<file path="src/rtl/param_regfile_pkg.sv">
// Shared types and default parameters for the parameterised register file
// and its clear sequencer.
package param_regfile_pkg;

    localparam int unsigned DEF_DATA_W   = 16;
    localparam int unsigned DEF_ADDR_W   = 3;
    localparam int unsigned DEF_NUM_RD   = 2;
    localparam int unsigned DEF_ZERO_REG = 0;
    localparam int unsigned DEF_BYPASS   = 1;

    typedef enum logic [1:0] {
        IDLE  = 2'd0,
        CLEAR = 2'd1,
        DONE  = 2'd2
    } clr_state_e;

endpackage

</file>
<file path="src/rtl/regfile_clr_fsm.sv">
// Clear sequencer: walks a counter over every register address, one per cycle,
// then pulses done for a single cycle before returning to idle.
module regfile_clr_fsm
    import param_regfile_pkg::*;
#(
    parameter int unsigned ADDR_W = DEF_ADDR_W
) (
    input  logic              clock,
    input  logic              reset,
    input  logic              clr_req,
    output logic              busy,
    output logic              done,
    output logic              clr_we,
    output logic [ADDR_W-1:0] cnt
);

    localparam int unsigned       DEPTH = 1 << ADDR_W;
    localparam logic [ADDR_W-1:0] LAST  = ADDR_W'(DEPTH - 1);

    clr_state_e        state;
    clr_state_e        state_next;
    logic [ADDR_W-1:0] cnt_next;

    // busy/done are registered copies of the next state so they track state exactly
    always_ff @(posedge clock or posedge reset) begin
        if (reset) begin
            state <= IDLE;
            cnt   <= '0;
            busy  <= 1'b0;
            done  <= 1'b0;
        end else begin
            state <= state_next;
            cnt   <= cnt_next;
            busy  <= (state_next == CLEAR);
            done  <= (state_next == DONE);
        end
    end

    always_comb begin
        state_next = state;
        cnt_next   = cnt;
        case (state)
            IDLE: begin
                if (clr_req) begin
                    state_next = CLEAR;
                    cnt_next   = '0;
                end
            end
            CLEAR: begin
                cnt_next = cnt + ADDR_W'(1);
                if (cnt == LAST) begin
                    state_next = DONE;
                end
            end
            DONE:    state_next = IDLE;
            default: state_next = IDLE;
        endcase
    end

    assign clr_we = busy;

endmodule

</file>
<file path="src/rtl/param_regfile.sv">
// Multi-read, dual-write register file with optional write-to-read bypass,
// optional hardwired-zero register 0 and a sequenced whole-array clear.
module param_regfile
    import param_regfile_pkg::*;
#(
    parameter int unsigned DATA_W   = DEF_DATA_W,
    parameter int unsigned ADDR_W   = DEF_ADDR_W,
    parameter int unsigned NUM_RD   = DEF_NUM_RD,
    parameter int unsigned ZERO_REG = DEF_ZERO_REG,
    parameter int unsigned BYPASS   = DEF_BYPASS
) (
    input  logic                     clock,
    input  logic                     reset,
    input  logic [NUM_RD*ADDR_W-1:0] rd_addr,
    output logic [NUM_RD*DATA_W-1:0] rd_data,
    input  logic                     wr_en0,
    input  logic                     wr_en1,
    input  logic [ADDR_W-1:0]        wr_addr0,
    input  logic [ADDR_W-1:0]        wr_addr1,
    input  logic [DATA_W-1:0]        wr_data0,
    input  logic [DATA_W-1:0]        wr_data1,
    input  logic                     clr_req,
    output logic                     clr_busy,
    output logic                     clr_done
);

    localparam int unsigned DEPTH = 1 << ADDR_W;

    logic [DATA_W-1:0] rf [DEPTH];
    logic              clr_we;
    logic [ADDR_W-1:0] clr_cnt;
    logic              idle;
    logic              wr_ok0;
    logic              wr_ok1;

    regfile_clr_fsm #(
        .ADDR_W (ADDR_W)
    ) u_clr_fsm (
        .clock   (clock),
        .reset   (reset),
        .clr_req (clr_req),
        .busy    (clr_busy),
        .done    (clr_done),
        .clr_we  (clr_we),
        .cnt     (clr_cnt)
    );

    assign idle   = !clr_busy && !clr_done;
    assign wr_ok0 = wr_en0 && idle && !((ZERO_REG != 0) && (wr_addr0 == '0));
    assign wr_ok1 = wr_en1 && idle && !((ZERO_REG != 0) && (wr_addr1 == '0));

    // Port 1 is written last so it wins an address collision
    always_ff @(posedge clock or posedge reset) begin
        if (reset) begin
            for (int i = 0; i < int'(DEPTH); i++) begin
                rf[i] <= '0;
            end
        end else if (clr_we) begin
            rf[clr_cnt] <= '0;
        end else begin
            if (wr_ok0) rf[wr_addr0] <= wr_data0;
            if (wr_ok1) rf[wr_addr1] <= wr_data1;
        end
    end

    for (genvar k = 0; k < int'(NUM_RD); k++) begin : g_rd
        logic [ADDR_W-1:0] ra;
        logic [DATA_W-1:0] val;

        assign ra = rd_addr[k*ADDR_W +: ADDR_W];

        // wr_ok already excludes clear states and the hardwired-zero register
        always_comb begin
            val = rf[ra];
            if ((BYPASS != 0) && wr_ok0 && (wr_addr0 == ra)) val = wr_data0;
            if ((BYPASS != 0) && wr_ok1 && (wr_addr1 == ra)) val = wr_data1;
            if ((ZERO_REG != 0) && (ra == '0)) val = '0;
            if (reset) val = '0;
        end

        assign rd_data[k*DATA_W +: DATA_W] = val;
    end

endmodule

</file>
<file path="config.mk">
export PLATFORM = sky130hd
export DESIGN_NAME = param_regfile
export DESIGN_NICKNAME = d
export VERILOG_FILES = /design/src/rtl/param_regfile_pkg.sv /design/src/rtl/regfile_clr_fsm.sv /design/src/rtl/param_regfile.sv
export SDC_FILE = /design/constraint.sdc
export NUM_CORES = 1
export LEC_CHECK = 0
export BUFFER_PORTS_ARGS = -buffer_cell sky130_fd_sc_hd__buf_2
export CAP_MARGIN = 20
export CORE_UTILIZATION = 52
export CTS_BUF_LIST = sky130_fd_sc_hd__clkbuf_8
export DETAILED_ROUTE_END_ITERATION = 6
export PLACE_DENSITY = 0.68
export SETUP_SLACK_MARGIN = 0.2
export SLEW_MARGIN = 15
export SYNTH_ARGS = -nofsm -noshare
export SYNTH_HDL_FRONTEND = slang
export SYNTH_SLANG_ARGS = --single-unit
</file>
<file path="constraint.sdc">
create_clock -name clock -period 11.42 [get_ports clock]
set_clock_uncertainty 0.15 [all_clocks]
set_input_delay 0.571 -clock clock [delete_from_list [all_inputs] [get_ports clock]]
set_output_delay 0.571 -clock clock [all_outputs]
set_load 0.1 [all_outputs]
</file>
# Word-level counts from Yosys, hierarchy flattened
# Index checks and enable logic that the tools add are counted.
totals:
  latch_bits: 0
  ff_bits: 135
  input_bits: 49
  wordCells: 81
  rom_bits: 0
  mem_count: 0
  mem_bits_rw: 0
classes:
  shifts: 0
  n_div: 0
  order_cmp: 8
  mux: 29
  mul: 0
  n_bitwise: 7
  n_eq_ne: 9
  addsub: 1
  n_reduce_logical: 15
op_table:
  columns: ["op", "count"]
  rows:
  - ["$mux W128", 4]
  - ["$bwmux W128", 2]
  - ["$mux W16", 13]
  - ["$demux W16 S3", 3]
  - ["$and A128 B128 Y128", 1]
  - ["$not A128 Y128", 1]
  - ["$bmux W16 S3", 2]
  - ["$ge A4 B4 Y1 const B", 5]
  - ["$not A3 Y4", 5]
  - ["$eq A3 B3 Y1", 4]
  - ["$lt A4 B1 Y1 const B", 3]
  - ["$logic_and A1 B1 Y1", 10]
  - ["$pmux W3 S2", 1]
  - ["$eq A2 B1 Y1 const B", 2]
  - ["$mux W2", 2]
  - ["$pmux W2 S2", 1]
  - ["$add A3 B1 Y3 const B", 1]
  - ["$eq A3 B3 Y1 const B", 1]
  - ["$mux W3", 1]
  - ["$eq A2 B2 Y1 const B", 1]
  - ["$logic_not A1 Y1", 2]
  - ["$logic_not A2 Y1", 1]
  - ["$ne A2 B2 Y1 const B", 1]
  - ["$reduce_and A2 Y1", 1]
  - ["$reduce_bool A2 Y1", 1]

# Logic depth before layout (Yosys ltp)
# Gate-level depths: netlist of the first run.
logic_depth:
  word_depth: 11
  mapped_depth: 7
  depth_no_buf: 5

# Hierarchy
# A second synthesis of the first run with hierarchy kept.
hier_totals:
  hier_cells: 1262
  hier_area_um2: 10792.9
modules_own_cells:
  columns: ["mod", "instances", "cells_per_inst", "area_each_um2", "seq_area_each_um2"]
  rows:
  - ["param_regfile", 1, 1240, 10481.3, 3203.1]
  - ["regfile_clr_fsm", 1, 22, 311.5, 175.2]

# Least setup slack after synthesis of the first run
# No wires, ideal clock.
synth_timing:
  path_type: "input to output"
  startpoint: "input port reset"
  endpoint: "output port rd_data[22]"
  arrival_time_ns: 6.923
  cell_stages: 4
  n_path_buf: 1
  slack_ns: 3.776
  path_cell_list: "inv_1 > clkbuf_1 > o21ai_0 > a31oi_1"
synth_via:
  elab_chain_cells: 1
synth_rtl:
  columns: ["element", "line", "rtl"]
  rows:
  - ["start: declaration", "param_regfile.sv:13", "input logic reset,"]
  - ["$mux W16", "param_regfile.sv:78", "if (reset) val = '0;"]
  - ["end: declaration", "param_regfile.sv:15", "output logic [NUM_RD*DATA_W-1:0] rd_data,"]
# Every way passes these cells.

# Worst setup path in the final report of the first run
layout_timing:
  startpoint: "register u_clr_fsm.busy"
  endpoint: "output port rd_data[5]"
layout_via:
  elab_chain_cells: 7
  elab_cells_between_ends: 9
  classes_between: "mux (3); reduce/logical (6)"
layout_rtl:
  columns: ["element", "line", "rtl"]
  rows:
  - ["start: declaration", "regfile_clr_fsm.sv:11", "output logic busy,"]
  - ["start signal: assignment", "regfile_clr_fsm.sv:34", "busy <= (state_next == CLEAR);"]
  - ["$logic_not A1 Y1 (*)", "param_regfile.sv:48", "assign idle = !clr_busy && !clr_done;"]
  - ["$logic_and A1 B1 Y1 (*)", "param_regfile.sv:48", null]
  - ["$logic_and A1 B1 Y1", "param_regfile.sv:49", "assign wr_ok0 = wr_en0 && idle && !((ZERO_REG != 0) && (wr_addr0 == '0));"]
  - ["$logic_and A1 B1 Y1", "param_regfile.sv:75", "if ((BYPASS != 0) && wr_ok0 && (wr_addr0 == ra)) val = wr_data0;"]
  - ["$mux W16", "param_regfile.sv:75", null]
  - ["$mux W16 (*)", "param_regfile.sv:76", "if ((BYPASS != 0) && wr_ok1 && (wr_addr1 == ra)) val = wr_data1;"]
  - ["$mux W16 (*)", "param_regfile.sv:78", null]
# Mark *: on every way between the ends. The rest lies on a longest branch, timed or not.

==> results.md, run 1 <==
* Total GRT Usage at a little under two fifths
* # DRC at 0
* Tmin final at between 4 and 5 ns
* DIE HEIGHT at ~150 µm
* CP Launch Type: flip-flop
* Clock latency on the worst-skew pair at 0.45 ns
* Initial Utilization at 52.89%
* Least-Margin Pin Slew at between 1 and 1.5 ns
* Antenna violations before repair at 0
* GRT overflow at 0
* H-tree depth at 4
* Ys async rst share at 100.0%
* Fillers at 1968
* Post-Syn Area at ~0.011 mm²
* Clock sinks at 135
* WS Path Type: reg -> out
* Synth Net Count at roughly 1300
* CTS max path bufs at 2
* Clock root cell: clkbuf_8
* # setup viols final at 0
* Leakage at 5.084 nW
* Core box area at around 0.021 mm²
* TritonRoute pass-1 iters at 7
* Share of layout cells above drive strength 1 at roughly 18%
* Worst path required time at 10.70 ns
* Unique cell type count in the Yosys netlist at 49
* Die span in x at between 100 and 150 µm
* #FFs+latches synth at 135
* Synth Warn # at 0
* Most frequent cells in the layout: nand2_1, dfrtp_1, nor2_1, and3_1
* Max Fclk at roughly 0.25 GHz
* Commonest non-fill, non-tap cell in the layout: nand2_1
* Period utilization at a little over a third
* Register area share after synthesis at a little under a third
* Largest net degree at the start of global routing at 88
* Number of hold violations in the final report at 0
* HP Class: in -> async
* Post-synth EDFFs at 0
* Post-CTS Setup Inserts at 0
* Crit. Startpoint: u_clr_fsm.busy
* Worst hold slack at about 0.12 ns
* Ant diodes at 0
* First-pass GRT wire length at slightly above 60000 µm
* # IOs at 83
* Die Area at between 0.02 and 0.025 mm²
* Number of global-route vias before repair at 9964
* Setup ws final at 7.404 ns
* Detail Placement HPWL at between 20000 and 25000 µm
* Share of total power in sequential cells at 38.7%
* Setup_tns at 0 ns
* Syn Area/Cell at about 9 µm²
* Reg-to-reg critical path startpoint: u_clr_fsm.busy
* Post_cts resized at 0
* Crit-path max FO at 65
* Number of buffers created by CTS at 17
* Clock-pin slew on the worst setup and hold paths at 0.08 ns
* Final ANT Viol Nets at 0
* Worst EP arrival at ~3.3 ns
* Comb power frac at between 40% and 50%
* Outcome: completed
* Clock share of power at 16.2%
* # hold bufs at CTS at 0
* CTS tree: done
* Initial drt markers at around 1800
* Routed len/inst at 26.83 µm
* Top FF cell, synth: dfrtp_1
* PwrDens at roughly 210 mW/mm²
* Via density per instance at roughly 7.2
* Synthesis-to-finish area growth at 4.233%
* Crit end category: output pin
* Largest vdd supply drop at between 0.1 and 0.15 mV
* Number of max-cap violations at 0
* Row cnt at 53
* WL final at 40860 µm
* Via Count at 10960
* RSZ-0062 raised after global routing: no
* Post-Place Setup Slack at approximately 7.4 ns
* Nets at around 1300
* Port bufs at 82
* Slew Limit Fails at 0
* Pint at about 0.0013 W
* Routability cong. at approximately 0.92
* Slew margin rel. at between 20% and 30%
* Mapped Cells at 1264
* Total net switching power at between 0.001 and 0.0015 W
* Sw frac at roughly 48%
worst paths after layout:
| check | endpoint | slack (ns) | depth (start not counted) |
|---|---|---|---|
| max in group asynchronous | rf[26] | 9.48 | 3 |
| max reg2reg | rf[66] | 7.53 | 6 |
| min in group clock | u_clr_fsm.busy | 0.27 | 3 |
| min | rf[18] | 0.12 | 2 |
| max | rd_data[5] | 7.40 | 5 |
| min reg2reg | u_clr_fsm.busy | 0.32 | 1 |
logic make-up (layout without fill, tap and decap cells):
group | Yosys count | in the layout | synth area share (%)
AOI/OAI and AO/OA | 394 | 394 | 27.42
muxes | 98 | 98 | 12.47
adders and majority gates | 2 | 2 | 0.2257
DFF | 135 | 135 | 30.48
buffers and inverters | 148 | 132 | 7.586
xor gates and xnor gates | 12 | 12 | 0.9483
and+or+nand+nor | 475 | 475 | 20.86
power groups by stage:
stage	clock (W)	combinational (W)	sequential (W)
2_1_floorplan	0	0.000867	0.000841
3_3_place_gp	0	0.00104	0.000919
3_5_place_dp	0	0.00107	0.000922
4_1_cts	0.000390	0.00107	0.000920
5_1_grt	0.000409	0.00116	0.000963
6_report	0.000391	0.00109	0.000935
registers in the layout, indices dropped and copies added (netlist names):
signal           count
rf                 128
u_clr_fsm.cnt        3
u_clr_fsm.state      2
u_clr_fsm.busy       1
u_clr_fsm.done       1
cells in the mapped netlist (6+ instances only):
cell type | instances | area share [%]
o31ai_1 | 108 | 7.3
nand2_1 | 172 | 5.8
a211oi_2 | 20 | 2.3
xnor2_1 | 12 | 0.95
buf_4 | 6 | 0.41
clkbuf_8 | 17 | 2.1
o211ai_1 | 32 | 2.2
mux2i_1 | 65 | 5.9
buf_2 | 33 | 1.5
o31ai_2 | 20 | 2.3
a22oi_1 | 32 | 2.2
and3_1 | 125 | 7.1
dfrtp_1 | 135 | 30
buf_1 | 8 | 0.27
nor2_1 | 132 | 4.5
a211oi_1 | 108 | 7.3
a31oi_1 | 36 | 2.0
mux4_2 | 32 | 6.5
o21ai_0 | 32 | 1.4
clkbuf_1 | 71 | 2.4
worst max-delay path, stage by stage, from the launching register on:
cell and delay [ns]:
dfrtp_4 1.00, nor3b_2 0.15, nand4_1 0.61, o211ai_1 0.19
a31oi_1 0.38, buf_2 0.50
final cells by class:
cell class	count	area (µm²)	area share [%]
multi-input combinational	981	6889	59.63
sequential	135	3382	29.28
timing repair buffer	99	558.0	4.831
tap	275	344.1	2.978
clock buffer	22	302.8	2.621
clock inverter	6	52.55	0.4549
inverter	5	23.77	0.2058
per-layer routing:
layer	track usage [%]	part of all wire [%]
met2	56.17	45
met5	0	0
met4	14.74	3.4
met3	7.315	11
met1	53.37	41
stage by stage:
step                total power [W]  cell area (µm²)  utilization, %  std cells
floorplan                  0.001709            11080               -       1264
global placement           0.001961            11160           53.25       1492
detailed placement         0.001995            11170           53.33       1493
CTS                        0.002379            11530           55.02       1521
global route               0.002535            11550           55.13       1523
finish                     0.002418            11550           55.13       1523
Power figures use the tool's default switching activity.
==> run 2: changes to the inputs <==
PLACE_DENSITY = 0.71   (was 0.68)
clock period = 3.5 ns   (was 11.42 ns; I/O delays follow)
==> run 2 against run 1 <==
  * Sequential cell count is the same
  * Power grew to 3.5 times the previous value
  * Non-clock buffer count grew 44
  * Combinational power grew to 3.4 times the previous value
  * Routed wire length grew 3.5%
  * Critical path type unchanged
  * Critical endpoint is now rd_data[10]
  * Largest cell class unchanged
  * Worst hold slack gained 0.068 ns
  * Count of clock-buffer cells in the layout shrank 3
  * Core utilization grew 3.2 points
  * Worst setup slack lost 7.1 ns
==> results.md, run 2 (synthesis gave the netlist of run 1 again) <==
* Delay-heaviest family, CP: simple AND/OR/NAND/NOR gates
* Commonest non-fill, non-tap cell in the layout: nand2_1
* # IOs at 83 (unchanged)
* Detail Placement HPWL at 27000 µm (+11%)
* CP Launch Type: flip-flop
* # DRC at 0 (unchanged)
* Initial Utilization at 52.89% (unchanged)
* Max reg flops at 128 (unchanged)
* First-pass GRT wire length at 64670 µm (+4.3%)
* Number of hold violations in the final report at 0 (unchanged)
* Share of total power in sequential cells at 36.1% (-2.6 points)
* Met2 Use GR at 60.42% (+4.2 points)
* Worst-path cell chain: nor3b_2 > and4_2 > nand2_1 > a31oi_2 > buf_2
* Slew margin rel. at 35.00% (+11 points)
* Via density per instance at 7.129 (-0.92%)
* Largest vdd supply drop at 0.2837 mV (+160%)
* Ant diodes at 0 (unchanged)
* Crit. Startpoint: u_clr_fsm.busy
* Final Instance Count excl. Fillers at 1570 (+3.1%)
* Fillers at 1846 (-6.2%)
* Clock root cell: clkbuf_8
* CP max stage cell: dfrtp_4
* RSZ-0062 raised after global routing: no
* Placed cells at 1519 (+1.7%)
* Number of global-route vias before repair at 10670 (+7.0%)
* Die span in x at 148.0 µm (unchanged)
* Placed inst area at 0.01157 mm² (+3.5%)
* Antenna violations before repair at 0 (unchanged)
* WS Path Type: reg -> out
* Largest Register: rf
* HP Class: in -> async
* Critical path's largest stage delay at 0.73 ns (-0.27 ns)
* # setup viols final at 0 (unchanged)
* Flop2flop setup slack at 0.68 ns (-6.85 ns)
* Routability cong. at 0.9489 (+2.8%)
* Initial drt markers at 1545 (-12%)
* Core box area at 0.02096 mm² (unchanged)
* Row cnt at 53 (unchanged)
* Comb power frac at 44.8% (-0.4 points)
* H-tree depth at 4 (unchanged)
* Nets at 1334 (+3.4%)
* Number of buffers created by CTS at 17 (unchanged)
* Clock share of power at 19.1% (+2.9 points)
* TritonRoute pass-1 iters at 6 (-1)
* Total GRT Usage at 39.21% (+1.6 points)
* Crit-path max FO at 50 (-23%)
* WL final at 42280 µm (+3.5%)
* Final instance area at 0.01223 mm² (+5.9%)
* GRT overflow at 0 (unchanged)
* Tmin final at around 3.2 ns
* Clock sinks at 135 (unchanged)
* Reg-to-reg critical path startpoint: u_clr_fsm.busy
* Design Power at 0.008352 W (+250%)
* Worst EP arrival at 2.85 ns (-0.45 ns)
* Worst path required time at 3.17 ns (-7.53 ns)
* Port bufs at 82 (unchanged)
* Share of layout cells above drive strength 1 at 21.85% (+4.2 points)
* Worst hold slack at 0.1835 ns (+0.06849 ns)
* Routed len/inst at 26.93 µm (+0.36%)
* Max Fclk at approximately 0.32 GHz
* PwrDens at 682.9 mW/mm² (+230%)
* DIE HEIGHT at 148.0 µm (unchanged)
* Most Crowded Layer GR: met2
* Outcome: completed
* Met1 usage at 50.51% (-2.9 points)
* Period utilization at ~91%
* Die Area at 0.02190 mm² (unchanged)
* Synthesis-to-finish area growth at 10.34%
* Largest net degree at the start of global routing at 75 (-15%)
* Most frequent cells in the layout: nand2_1, dfrtp_1, nor2_1, and3_1
* Least-Margin Pin Slew at 0.9750 ns (-0.1658 ns)
* Clock latency on the worst-skew pair at 0.48 ns (+0.03 ns)
* Pint at 0.004444 W (+250%)
* CTS tree: done
* Crit end category: output pin
* Clock-pin slew on the worst setup and hold paths at 0.09 ns (about the same)
* Final ANT Viol Nets at 0 (unchanged)
* GRT met3 Usage at 9.259% (+1.9 points)
* CTS max path bufs at 2 (unchanged)
* Slew Limit Fails at 0 (unchanged)
* Largest regs: rf: 128 flops, u_clr_fsm.cnt: 3 flops, u_clr_fsm.state: 2 flops
* Sw frac at 46.78% (-0.84 points)
* Via Count at 11190 (+2.1%)
* CP Buf/Inv Count at 1 (unchanged)
* Leakage at 5.308 nW (+4.4%)
* Total net switching power at 0.003907 W (+240%)
* Setup_tns at 0 ns (unchanged)
* Number of max-cap violations at 0 (unchanged)
## run 2: cell count changes in the layout (fill, tap and decap cells not counted), moves of 2 or more
cell / previous run / this run
a31oi_1: 34 / 3
a31oi_2: 2 / 33
buf_4: 16 / 44
dlygate4sd3_1: 0 / 18
clkinvlp_4: 0 / 6
bufinv_16: 1 / 5
clkbuf_8: 22 / 19
buf_6: 2 / 0
clkinv_2: 3 / 1
inv_1: 6 / 4
## run 2: worst register-to-register path: stages, from the launching register on
cell,delay (ns)
dfrtp_4,0.83
buf_4,0.62
o31a_1,0.88
nand2_1,0.18
o31ai_1,0.10
## run 2: area by class of cell
class	count	area (µm²)	share of cell area, %
Timing Repair Buffer	143	933.4	7.633
Clock inverter	12	200.2	1.637
Multi-Input combinational cell	981	7084	57.93
Sequential cell	135	3382	27.66
Inverter	5	23.77	0.1944
Clock buffer	19	261.5	2.138
Tap cell	275	344.1	2.814
## run 2: layer usage
metal	vias up	part of all wire (%)
li1	4810	-
met1	5470	38
met2	742	46
met3	170	11
met4	0	5.0
met5	-	0
## run 2: worst paths after layout
path / endpoint / depth (start not counted)
max in group asynchronous: rf[75] / 4
min in group clock: rf[42] / 4
worst min register to register: u_clr_fsm.state[0] / 1
worst min-delay path: rf[33] / 3
worst max register to register: rf[56] / 4
worst max-delay path: rd_data[10] / 5
## run 2: power groups by stage
stage                     combinational (W)  clock [W]  sequential (W)
after detailed placement            0.00365          0         0.00298
after floorplan                     0.00288          0         0.00274
final                               0.00375    0.00159         0.00301
after global routing                0.00395    0.00164         0.00310
after global placement              0.00356          0         0.00295
after CTS                           0.00366    0.00158         0.00297
## run 2: stage by stage
stage                     worst slack (ns)  utilization, %
after detailed placement            0.6523           55.21
after global placement              0.7031           55.21
after global routing                0.2093           58.36
after CTS                           0.3641           58.35
after floorplan                    -0.3864               -
final                               0.3257           58.36
## run 2: repair_timing
item                                    CTS  global route
endpoints found under the setup margin   16             1
resized for setup                         1             1
hold buffers                             18             0
hold endpoints to repair                162             0
setup buffers                             2             0
pin swaps                                 1             0
